## config.mk

```make
export PLATFORM = sky130hd
export DESIGN_NAME = beep_pwm
export DESIGN_NICKNAME = d
export VERILOG_FILES = /design/src/rtl/beep_pkg.sv /design/src/rtl/beep_pwm.sv
export SDC_FILE = /design/constraint.sdc
export NUM_CORES = 1
export LEC_CHECK = 0
export BUFFER_PORTS_ARGS = -buffer_cell sky130_fd_sc_hd__clkbuf_2
export CAP_MARGIN = 5
export CORE_MARGIN = 2
export CORE_UTILIZATION = 60
export CTS_CLUSTER_DIAMETER = 60
export DETAILED_ROUTE_END_ITERATION = 10
export GPL_TIMING_DRIVEN = 1
export PLACE_DENSITY = 0.78
export SETUP_SLACK_MARGIN = 0.1
export SYNTH_ARGS = -nofsm -noshare
export SYNTH_HDL_FRONTEND = slang
export SYNTH_SLANG_ARGS = --single-unit
```

## constraint.sdc

```tcl
create_clock -name sys_clk -period 12.6 [get_ports sys_clk]
set_input_delay 1.26 -clock sys_clk [delete_from_list [all_inputs] [get_ports sys_clk]]
set_output_delay 1.26 -clock sys_clk [all_outputs]
set_load 0.05 [all_outputs]
```

## src/rtl/beep_pkg.sv

```systemverilog
// Shared definitions for the buzzer tone path: FSM encoding and period limits.
package beep_pkg;

    typedef enum logic {
        ST_IDLE = 1'b0,
        ST_RUN  = 1'b1
    } state_t;

    localparam int MIN_CYCLE  = 2;
    localparam int DUTY_W_DEF = 4;

endpackage

```

## src/rtl/beep_pwm.sv

```systemverilog
// Square-wave buzzer driver: period and duty are captured only at period
// boundaries so the pin never glitches; periods shorter than two clocks mean silence.
module beep_pwm
    import beep_pkg::*;
#(
    parameter int CLK_FRE = 50,
    parameter int CNT_W   = 20,
    parameter int DUTY_W  = DUTY_W_DEF
) (
    input  logic              sys_clk,
    input  logic              sys_rst_n,
    input  logic              en,
    input  logic [CNT_W-1:0]  cycle,
    input  logic [DUTY_W-1:0] duty,
    output logic              beep,
    output logic              period_start,
    output logic              busy
);

    if (CLK_FRE <= 0) begin : g_bad_clk_fre
        $error("beep_pwm: CLK_FRE must be positive");
    end

    // High time = floor(cycle * duty / 2^DUTY_W), full-width product then truncated.
    function automatic logic [CNT_W-1:0] calc_high(input logic [CNT_W-1:0]  c,
                                                   input logic [DUTY_W-1:0] d);
        calc_high = CNT_W'(({{DUTY_W{1'b0}}, c} * {{CNT_W{1'b0}}, d}) >> DUTY_W);
    endfunction

    state_t             state_q, state_d;
    logic [CNT_W-1:0]   cnt_q, cnt_d;
    logic [CNT_W-1:0]   cycle_q, cycle_d;
    logic [CNT_W-1:0]   high_q, high_d;
    logic               beep_q, beep_d;
    logic               ps_q, ps_d;
    logic               busy_q, busy_d;
    logic               valid;

    assign valid = en && (cycle >= CNT_W'(MIN_CYCLE));

    always_comb begin
        state_d = state_q;
        cnt_d   = cnt_q;
        cycle_d = cycle_q;
        high_d  = high_q;
        beep_d  = 1'b0;
        ps_d    = 1'b0;
        busy_d  = 1'b0;

        case (state_q)
            ST_IDLE: begin
                cnt_d = '0;
                if (valid) begin
                    cycle_d = cycle;
                    high_d  = calc_high(cycle, duty);
                    state_d = ST_RUN;
                end
            end
            ST_RUN: begin
                // busy_q still low marks the first RUN clock: present cnt=0 of the first period.
                if (!busy_q) begin
                    cnt_d = '0;
                end else if (cnt_q == cycle_q - CNT_W'(1)) begin
                    cnt_d = '0;
                    if (valid) begin
                        cycle_d = cycle;
                        high_d  = calc_high(cycle, duty);
                    end else begin
                        state_d = ST_IDLE;
                    end
                end else begin
                    cnt_d = cnt_q + CNT_W'(1);
                end

                if (state_d == ST_RUN) begin
                    busy_d = 1'b1;
                    ps_d   = (cnt_d == '0);
                    beep_d = (cnt_d < high_d);
                end
            end
            default: begin
                state_d = ST_IDLE;
            end
        endcase
    end

    always_ff @(posedge sys_clk or negedge sys_rst_n) begin
        if (!sys_rst_n) begin
            state_q <= ST_IDLE;
            cnt_q   <= '0;
            cycle_q <= '0;
            high_q  <= '0;
            beep_q  <= 1'b0;
            ps_q    <= 1'b0;
            busy_q  <= 1'b0;
        end else begin
            state_q <= state_d;
            cnt_q   <= cnt_d;
            cycle_q <= cycle_d;
            high_q  <= high_d;
            beep_q  <= beep_d;
            ps_q    <= ps_d;
            busy_q  <= busy_d;
        end
    end

    assign beep         = beep_q;
    assign period_start = ps_q;
    assign busy         = busy_q;

endmodule

```

==> results of run 1 <==
==> through the flow <==
| step | setup slack (ns) | total power (uW) | hold slack, ns | area (sq um) | cells |
|---|---|---|---|---|---|
| after floorplan | 6.849 | 556.9 | 0.4812 | 6619 | 716 |
| after global routing | 6.073 | 915.1 | 0.5288 | 7007 | 873 |
| after detailed placement | 6.193 | 648.3 | 0.4922 | 6787 | 858 |
| final | 6.522 | 852.2 | 0.5112 | 7007 | 873 |
| after global placement | 6.457 | 628.4 | 0.4942 | 6787 | 858 |
| after CTS | 6.562 | 848.9 | 0.5144 | 7007 | 873 |
==> cell type report <==
cell class                      count  area share (%)
Clock buffer                       12           2.214
Clock inverter                      3          0.9286
Inverter                           79           4.232
Multi-Input combinational cell    543           64.88
Sequential cell                    64           22.86
Tap cell                          140           2.500
Timing Repair Buffer               32           2.393
==> flip-flops by register name, summed over array words and instances (netlist names) <==
register and count:
busy 1, beep 1, cnt_q 20, state_q 1
period_start 1, high_q 20, cycle_q 20
==> placed cells by master, fill, tap and decap left out, types with 4 or more instances in the layout <==
cell / n
a21o_1: 8
a21oi_1: 18
a31oi_1: 8
and2_1: 57
and3_1: 8
clkbuf_2: 29
clkbuf_8: 11
dfrtp_1: 64
fa_1: 35
ha_1: 47
inv_1: 79
mux2_2: 11
mux2_4: 30
mux2i_1: 22
nand2_1: 45
nand2b_1: 4
nand3_1: 22
nand4_1: 15
nor2_1: 59
nor2b_1: 4
nor3_1: 15
nor4_1: 11
o21a_1: 5
o21ai_0: 11
xnor2_1: 27
xor2_1: 30
==> synth_stat cells (2+ instances only) <==
cell,n
a2111oi_0,3
a211oi_1,2
a21bo_2,2
a21o_1,8
a21oi_1,18
a311o_1,2
a31oi_1,8
and2_1,57
and3_1,8
and4_1,3
buf_12,3
buf_2,2
clkbuf_1,22
dfrtp_1,64
fa_1,35
ha_1,47
inv_1,79
mux2_2,11
mux2_4,30
mux2i_1,22
nand2_1,45
nand2b_1,4
nand3_1,22
nand3b_1,3
nand4_1,15
nand4b_1,3
nor2_1,59
nor2_4,2
nor2b_1,4
nor3_1,15
nor4_1,11
o21a_1,5
o21ai_0,11
o21bai_1,2
o41ai_1,2
or4b_1,2
xnor2_1,27
xor2_1,30
==> where the power goes <==
part / leakage (uW) / internal [uW] / total (uW) / switching, uW
Combinational: 0.00250 / 168 / 375 / 207
Clock: 0.000112 / 121 / 201 / 80.2
Sequential: 0.000819 / 236 / 276 / 40.3
Total: 0.00343 / 525 / 852 / 328
==> worst min path at each step <==
stage               start          to  slack (ns)  cells past startpoint
2_1_floorplan  high_q[10]  high_q[10]        0.48                      1
3_3_place_gp   high_q[13]  high_q[13]        0.49                      1
3_5_place_dp    high_q[7]   high_q[7]        0.49                      1
4_1_cts         high_q[7]   high_q[7]        0.51                      1
5_1_grt        high_q[19]  high_q[19]        0.53                      1
6_report        high_q[7]   high_q[7]        0.51                      1
==> critical path, delay by kind of cell <==
| kind | cells | cell delay (ns) |
|---|---|---|
| fa+ha+maj | 4 | 1.71 |
| buf+inv | 3 | 0.32 |
| compound gates | 11 | 2.25 |
| simple gates | 6 | 0.70 |
| mux | 1 | 0.10 |
==> routing by layer <==
layer | part of all wire, % | vias to the layer above | global-route usage (%)
met5 | 0 | - | 0
met4 | 4.0 | 0 | 13.10
met3 | 3.8 | 40 | 3.048
met2 | 47 | 123 | 43.66
met1 | 45 | 2535 | 37.30
li1 | - | 2443 | -
==> logic make-up after synthesis <==
group	after synthesis
flip-flops	64
adder cells (fa/ha/maj)	82
AO/OA/AOI/OAI	78
buffers and inverters	109
multiplexers	63
AND/OR/NAND/NOR	263
XOR/XNOR	57
==> reports/metrics.yaml, run 1 <==
status: "finished, final reports clean"
r2r-start: "cycle_q[3]"
fillers: 866
die_height_um: 109.0
synth_area_leaders: "dfrtp_1 24%, fa_1 11%, ha_1 8.9%"
antenna_cells: 0
rr_worst_depth: 18
htree_levels: 3
drive_gt1_share_pct: 13.64
post-cts-setup-buffers: 0
viasPerCell: 5.889
synthAdderAreaFrac_pct: 19.47
synth-xor-area-share_pct: 7.543
max_cap_violations: 0
slowest_stage: "fa_1"
muxShareOfSynthArea_pct: 12.00
synth_nets: 825
cts_max_path_buffers: 2
hold_viol_final: 0
synth.top_cell.area_share_pct: 24.20
synth-seq-cells: 64
drtPass1Iterations: 5
ys_async_sr_fraction_pct: 100.0
root_buffer: "clkbuf_8"
yosysWarnings: 0
clk_pin_slew_worst_paths_ns: 0.07
worst_ep_arrival_time_ns: 6.35
portBuffers: 29
crit_required_ns: 12.87
regArea_sq_um: 1602
synth_compound_gate_area_share_pct: 8.318
synth-edff-count: 0
yosysSeqAreaShare_pct: 24.20
wl_per_cell_um: 17.14
rr_endpoint: "beep"
r2r_slack_ns: 7.35
grt_pass1_wl_um: 25180
finClkSkew_ns: 0.01351
grt_max_degree: 65
tns_ns: 0
min_path_type: "reg -> reg"
startpoint_type: "input pin"
powerDensity_nw_per_um2: 121.6
drtIter0Drc: 258
synth_top_family_by_area: "simple AND/OR/NAND/NOR gates"
yosys.area.top_type: "dfrtp_1"
synth.distinct_cells: 66
fin_util_pct: 64.92
overflow: 0
clock-sinks: 64
drc_errors: 0
syn_inst: 716
cts_tree: "yes"
slowest_delay_ns: 0.54
slew_violations: 0
path_class: "in -> reg"
dieWidth_um: 109.0
setup_viol: 0
io_pins: 30
synth_simple_gate_area_share_pct: 21.34
totalWireLength_um: 14960
area_growth_pct: 5.860
drtAntennaViolNets: 0
crit_top_cell: "o21ai_0"
rows: 38
gp_congestion: 0.8803
fin_crit_sh_pct: 48.24
period_minus_slack_ns: 6.078
critPathCapture: "beep"
crit_path_end_kind: "flip-flop"
dr_total_vias: 5141
synth_area_sq_um: 6619
cts_buffers: 9
dpl.hpwl_um: 11770
post_cts_resized: 0
clk_latency_ns: 0.35
peakVddDrop_v: 0.00006488
grt.total_usage_pct: 27.38
crit_fanout: 20
coreArea_sq_um: 10790
start_util_pct: 61.33
rsz0062_at_grt: "false"
nets: 838
max_clock_freq_mhz: 164.5
tightest_slew_ns: 0.8929
grt_pass1_vias: 5070
crit_start: "duty[3]"
antenna_found_initial: 0
die_area_sq_um: 11890
syn_avg_cell_area_sq_um: 9.244
ys.flop_type: "dfrtp_1"
leakage_uw: 0.003431
postCtsHoldBufs: 0
multi_input_comb_area_sq_um: 4546
relSlewSlack_pct: 40.46
(Power assumes the default switching activity.)
==> inputs of run 2 (changes only) <==
==> constraint.sdc (replaced) <==
create_clock -name sys_clk -period 5.91 [get_ports sys_clk]
set_input_delay 0.591 -clock sys_clk [delete_from_list [all_inputs] [get_ports sys_clk]]
set_output_delay 0.591 -clock sys_clk [all_outputs]
set_load 0.05 [all_outputs]
==> run 2 against run 1 <==
Net effect:
- critical path depth fell by 2
- hold slack worse by 0.084 ns
- flip-flop and latch count did not move
- sequential share of layout area is 0.082 points higher
- first-iteration DRC count up 32%
- register-to-register slack lost 6.5 ns
- critical path type unchanged
- highest routed layer unchanged
==> reports/metrics.yaml, run 2 (synthesis results as in run 1) <==
status: "finished, final reports clean"
fin_crit_sh_pct: 90.09
gp_congestion: 0.8859
clk_pin_slew_worst_paths_ns: 0.07
rr_endpoint: "beep"
crit_chain: "clkbuf_2 -> and2_1 -> fa_1 -> inv_1 -> fa_1 -> inv_1 -> ha_1 -> a211oi_1 -> nand4_1 -> a21oi_1 -> o21ai_0 -> a41o_1 -> a21oi_1 -> mux2i_1 -> ha_1 -> a21o_1 -> a21o_1 -> a21oi_1 -> o21ai_0 -> o21a_1 -> o21ai_0 -> nand3_1 -> a31oi_1"
die_area_sq_um: 11890
io_pins: 30
viasPerCell: 5.881
cts_max_path_buffers: 2
period_minus_slack_ns: 5.324
post-cts-setup-buffers: 0
tns_ns: 0
powerDensity_nw_per_um2: 248.4
p_int_uw: 1044
p_sw_share_pct: 39.77
portBuffers: 29
p_sw_uw: 689.5
slowest_delay_ns: 0.53
p_comb_share_pct: 46.2
min_path_type: "in -> async"
max_cap_violations: 0
peakVddDrop_v: 0.0001275
clk_latency_ns: 0.35
grt_pass1_vias: 5166
rr_worst_depth: 18
overflow: 0
drtPass1Iterations: 6
slowest_stage: "fa_1"
p_seq_share_pct: 34.0
reg.largest.list: "cnt_q (20), cycle_q (20), high_q (20)"
dieWidth_um: 109.0
leakage_uw: 0.003424
finClkSkew_ns: 0.008724
max_clock_freq_mhz: 187.8
drtIter0Drc: 341
grt.total_usage_pct: 27.33
postCtsHoldBufs: 0
totalWireLength_um: 14930
final_area_sq_um: 6982
relSlewSlack_pct: 44.36
crit_required_ns: 6.18
start_util_pct: 61.33
drtAntennaViolNets: 0
dpl.hpwl_um: 11700
p_clk_share_pct: 19.8
rsz0062_at_grt: "false"
dr_total_vias: 5146
r2r_slack_ns: 0.86
crit_fanout: 20
antenna_cells: 0
wl_per_cell_um: 17.07
cts_tree: "yes"
clock-sinks: 64
r2r-start: "cycle_q[3]"
slew_violations: 0
area_growth_pct: 5.482
nets: 841
post_cts_resized: 0
whs_ns: 0.4268
crit_start: "duty[3]"
cts_buffers: 9
setup_viol: 0
htree_levels: 3
placed_area_sq_um: 6809
root_buffer: "clkbuf_8"
grt_pass1_wl_um: 25290
final_common_cell: "inv_1"
mostFrequentLayoutCells: "79 x inv_1, 64 x dfrtp_1, 59 x nor2_1"
hold_viol_final: 0
grt_max_degree: 65
drc_errors: 0
die_height_um: 109.0
coreArea_sq_um: 10790
tightest_slew_ns: 0.8345
crit_path_end_kind: "flip-flop"
path_class: "in -> reg"
rows: 38
startpoint_type: "input pin"
antenna_found_initial: 0
worst_ep_arrival_time_ns: 5.60
drive_gt1_share_pct: 13.74
## run 2: final cells by class
type	instances	area [sq um]
flip-flops and latches	64	1602
repair buffers	35	190.2
multi-input cells	543	4546
clock buffers	14	172.7
fillers	892	3811
inverters	79	296.5
well taps	140	175.2
## run 2: power by group through the flow
stage / Sequential (uW) / Combinational [uW] / Clock (uW)
2_1_floorplan: 550 / 637 / 0
3_3_place_gp: 590 / 751 / 0
3_5_place_dp: 592 / 785 / 0
4_1_cts: 585 / 795 / 349
5_1_grt: 597 / 901 / 369
6_report: 589 / 801 / 344
## run 2: routing by layer
layer	global-route usage, %	wire (um)
met5	0	0
met4	7.143	220
met3	3.527	587
met2	45.70	7312
met1	37.54	6811
## run 2: how the worst max path moves through the flow
stage / to / slack (ns) / cells after the start
global placement: beep / 0.46 / 23
detailed placement: beep / 0.31 / 23
CTS: beep / 0.65 / 23
floorplan: beep / 0.83 / 25
global route: beep / 0.21 / 23
finish: beep / 0.59 / 23
## run 2: critical path: cells and delay by family
kind	cells	cell delay, ns
adder cells (fa/ha/maj)	4	1.69
AO/OA/AOI/OAI	12	2.43
buffers and inverters	3	0.32
AND/OR/NAND/NOR	3	0.46
multiplexers	1	0.11
## run 2: stage by stage
step	total power [uW]	cells	worst slack, ns	utilization, %
4_1_cts	1729	875	0.6521	64.69
6_report	1734	875	0.5856	64.69
5_1_grt	1867	875	0.2088	64.69
3_3_place_gp	1341	861	0.4565	63.09
3_5_place_dp	1377	861	0.3141	63.09
2_1_floorplan	1187	716	0.8278	-
==> inputs of run 3 (changes only) <==
--- a/config.mk
+++ b/config.mk
@@ -7,8 +7,10 @@
 export LEC_CHECK = 0
 export BUFFER_PORTS_ARGS = -buffer_cell sky130_fd_sc_hd__clkbuf_2
 export CAP_MARGIN = 5
+export CORE_ASPECT_RATIO = 2
 export CORE_MARGIN = 2
 export CORE_UTILIZATION = 60
+export CTS_BUF_LIST = sky130_fd_sc_hd__clkbuf_4
 export CTS_CLUSTER_DIAMETER = 60
 export DETAILED_ROUTE_END_ITERATION = 10
 export GPL_TIMING_DRIVEN = 1
==> run 3 against run 2 <==
Net effect:
- count of clock-buffer cells in the layout fell by 4
- maximum frequency fell by 1.9%
- die area rose by 0.43%
- critical path type unchanged
==> reports/metrics.yaml, run 3 (synthesis results as in run 1) <==
worst_ep_arrival_time_ns: 5.79
drc_errors: 0
cts_tree: "yes"
io_pins: 30
overflow: 0
die_area_sq_um: 11940
critPathCapture: "beep"
dpl.hpwl_um: 12460
cts_buffers: 9
grt_pass1_wl_um: 26340
finClkSkew_ns: 0.01484
crit_family: "compound AO/OA/AOI/OAI gates"
status: "finished, final reports clean"
fin_crit_sh_pct: 91.82
rows: 54
path_depth: 25
tns_ns: 0
slew_violations: 0
dr_total_vias: 5178
rr_worst_depth: 18
viasPerCell: 5.904
clock-sinks: 64
path_buf_inv: 3
startpoint_type: "input pin"
r2r_slack_ns: 0.73
crit_path_end_kind: "flip-flop"
crit_required_ns: 6.27
drtPass1Iterations: 5
post_cts_resized: 0
finalWorstSetupSlack_ns: 0.4834
nets: 840
htree_levels: 3
drive_gt1_share_pct: 14.13
portBuffers: 29
coreArea_sq_um: 10810
die_height_um: 152.5
clk_latency_ns: 0.43
crit_fanout: 20
tightest_slew_ns: 0.8325
final_common_cell: "inv_1"
cts_max_path_buffers: 2
peakVddDrop_v: 0.0001861
crit_top_cell: "o21ai_0"
rr_endpoint: "beep"
rsz0062_at_grt: "false"
dieWidth_um: 78.27
drtIter0Drc: 261
max_clock_freq_mhz: 184.3
clk_pin_slew_worst_paths_ns: 0.11
period_minus_slack_ns: 5.427
relSlewSlack_pct: 44.50
drtAntennaViolNets: 0
reg.largest.list: "cnt_q (20), cycle_q (20), high_q (20)"
grt.total_usage_pct: 27.94
setup_viol: 0
min_path_type: "in -> async"
grt_max_degree: 65
r2r-start: "cycle_q[3]"
leakage_uw: 0.003426
start_util_pct: 61.23
root_buffer: "clkbuf_4"
totalWireLength_um: 15390
postCtsHoldBufs: 0
powerDensity_nw_per_um2: 253.6
hold_viol_final: 0
gp_congestion: 0.9468
area_growth_pct: 5.558
post-place-ws_ns: 0.1390
crit_start: "duty[3]"
antenna_found_initial: 1
slowest_stage: "fa_1"
slowest_delay_ns: 0.54
mostFrequentLayoutCells: "79 x inv_1, 64 x dfrtp_1, 59 x nor2_1"
wl_per_cell_um: 17.55
grt_pass1_vias: 5491
post-cts-setup-buffers: 0
path_class: "in -> reg"
max_cap_violations: 0
## run 3: worst min-delay path by stage
stage	endpoint	slack [ns]
after floorplan	beep	0.30
after global routing	cycle_q[0]	0.38
after CTS	cycle_q[3]	0.35
after global placement	high_q[13]	0.49
final	cnt_q[0]	0.31
after detailed placement	high_q[9]	0.50
## run 3: final cells by class
type | instances | area [sq um]
Antenna cell | 1 | 2.502
Clock buffer | 10 | 75.07
Clock inverter | 6 | 107.6
Fill cell | 927 | 3824
Inverter | 79 | 296.5
Multi-Input combinational cell | 543 | 4546
Sequential cell | 64 | 1602
Tap cell | 140 | 175.2
Timing Repair Buffer | 34 | 182.7
## run 3: power breakdown
group | switching (uW) | internal [uW] | total, uW
combinational | 434 | 358 | 792
clock | 169 | 217 | 386
sequential | 91.8 | 502 | 593
## run 3: layer usage
layer  vias to the layer above  routed length [um]  global-route usage [%]
met5                         -                   0                       0
met4                         0                1063                   19.13
met3                        59                 426                   3.140
met2                       121                8133                   49.14
met1                      2537                5766                   30.77
li1                       2461                   -                       -
## run 3: through the flow
stage	instance area (sq um)	total power, uW	hold slack, ns	utilization [%]	std cells
6_report	6987	1772	0.3138	64.63	877
3_5_place_dp	6802	1384	0.4990	62.92	860
5_1_grt	6987	1912	0.3777	64.63	877
3_3_place_gp	6802	1345	0.4922	62.92	860
4_1_cts	6984	1770	0.3512	64.61	876
2_1_floorplan	6619	1187	0.2954	-	716
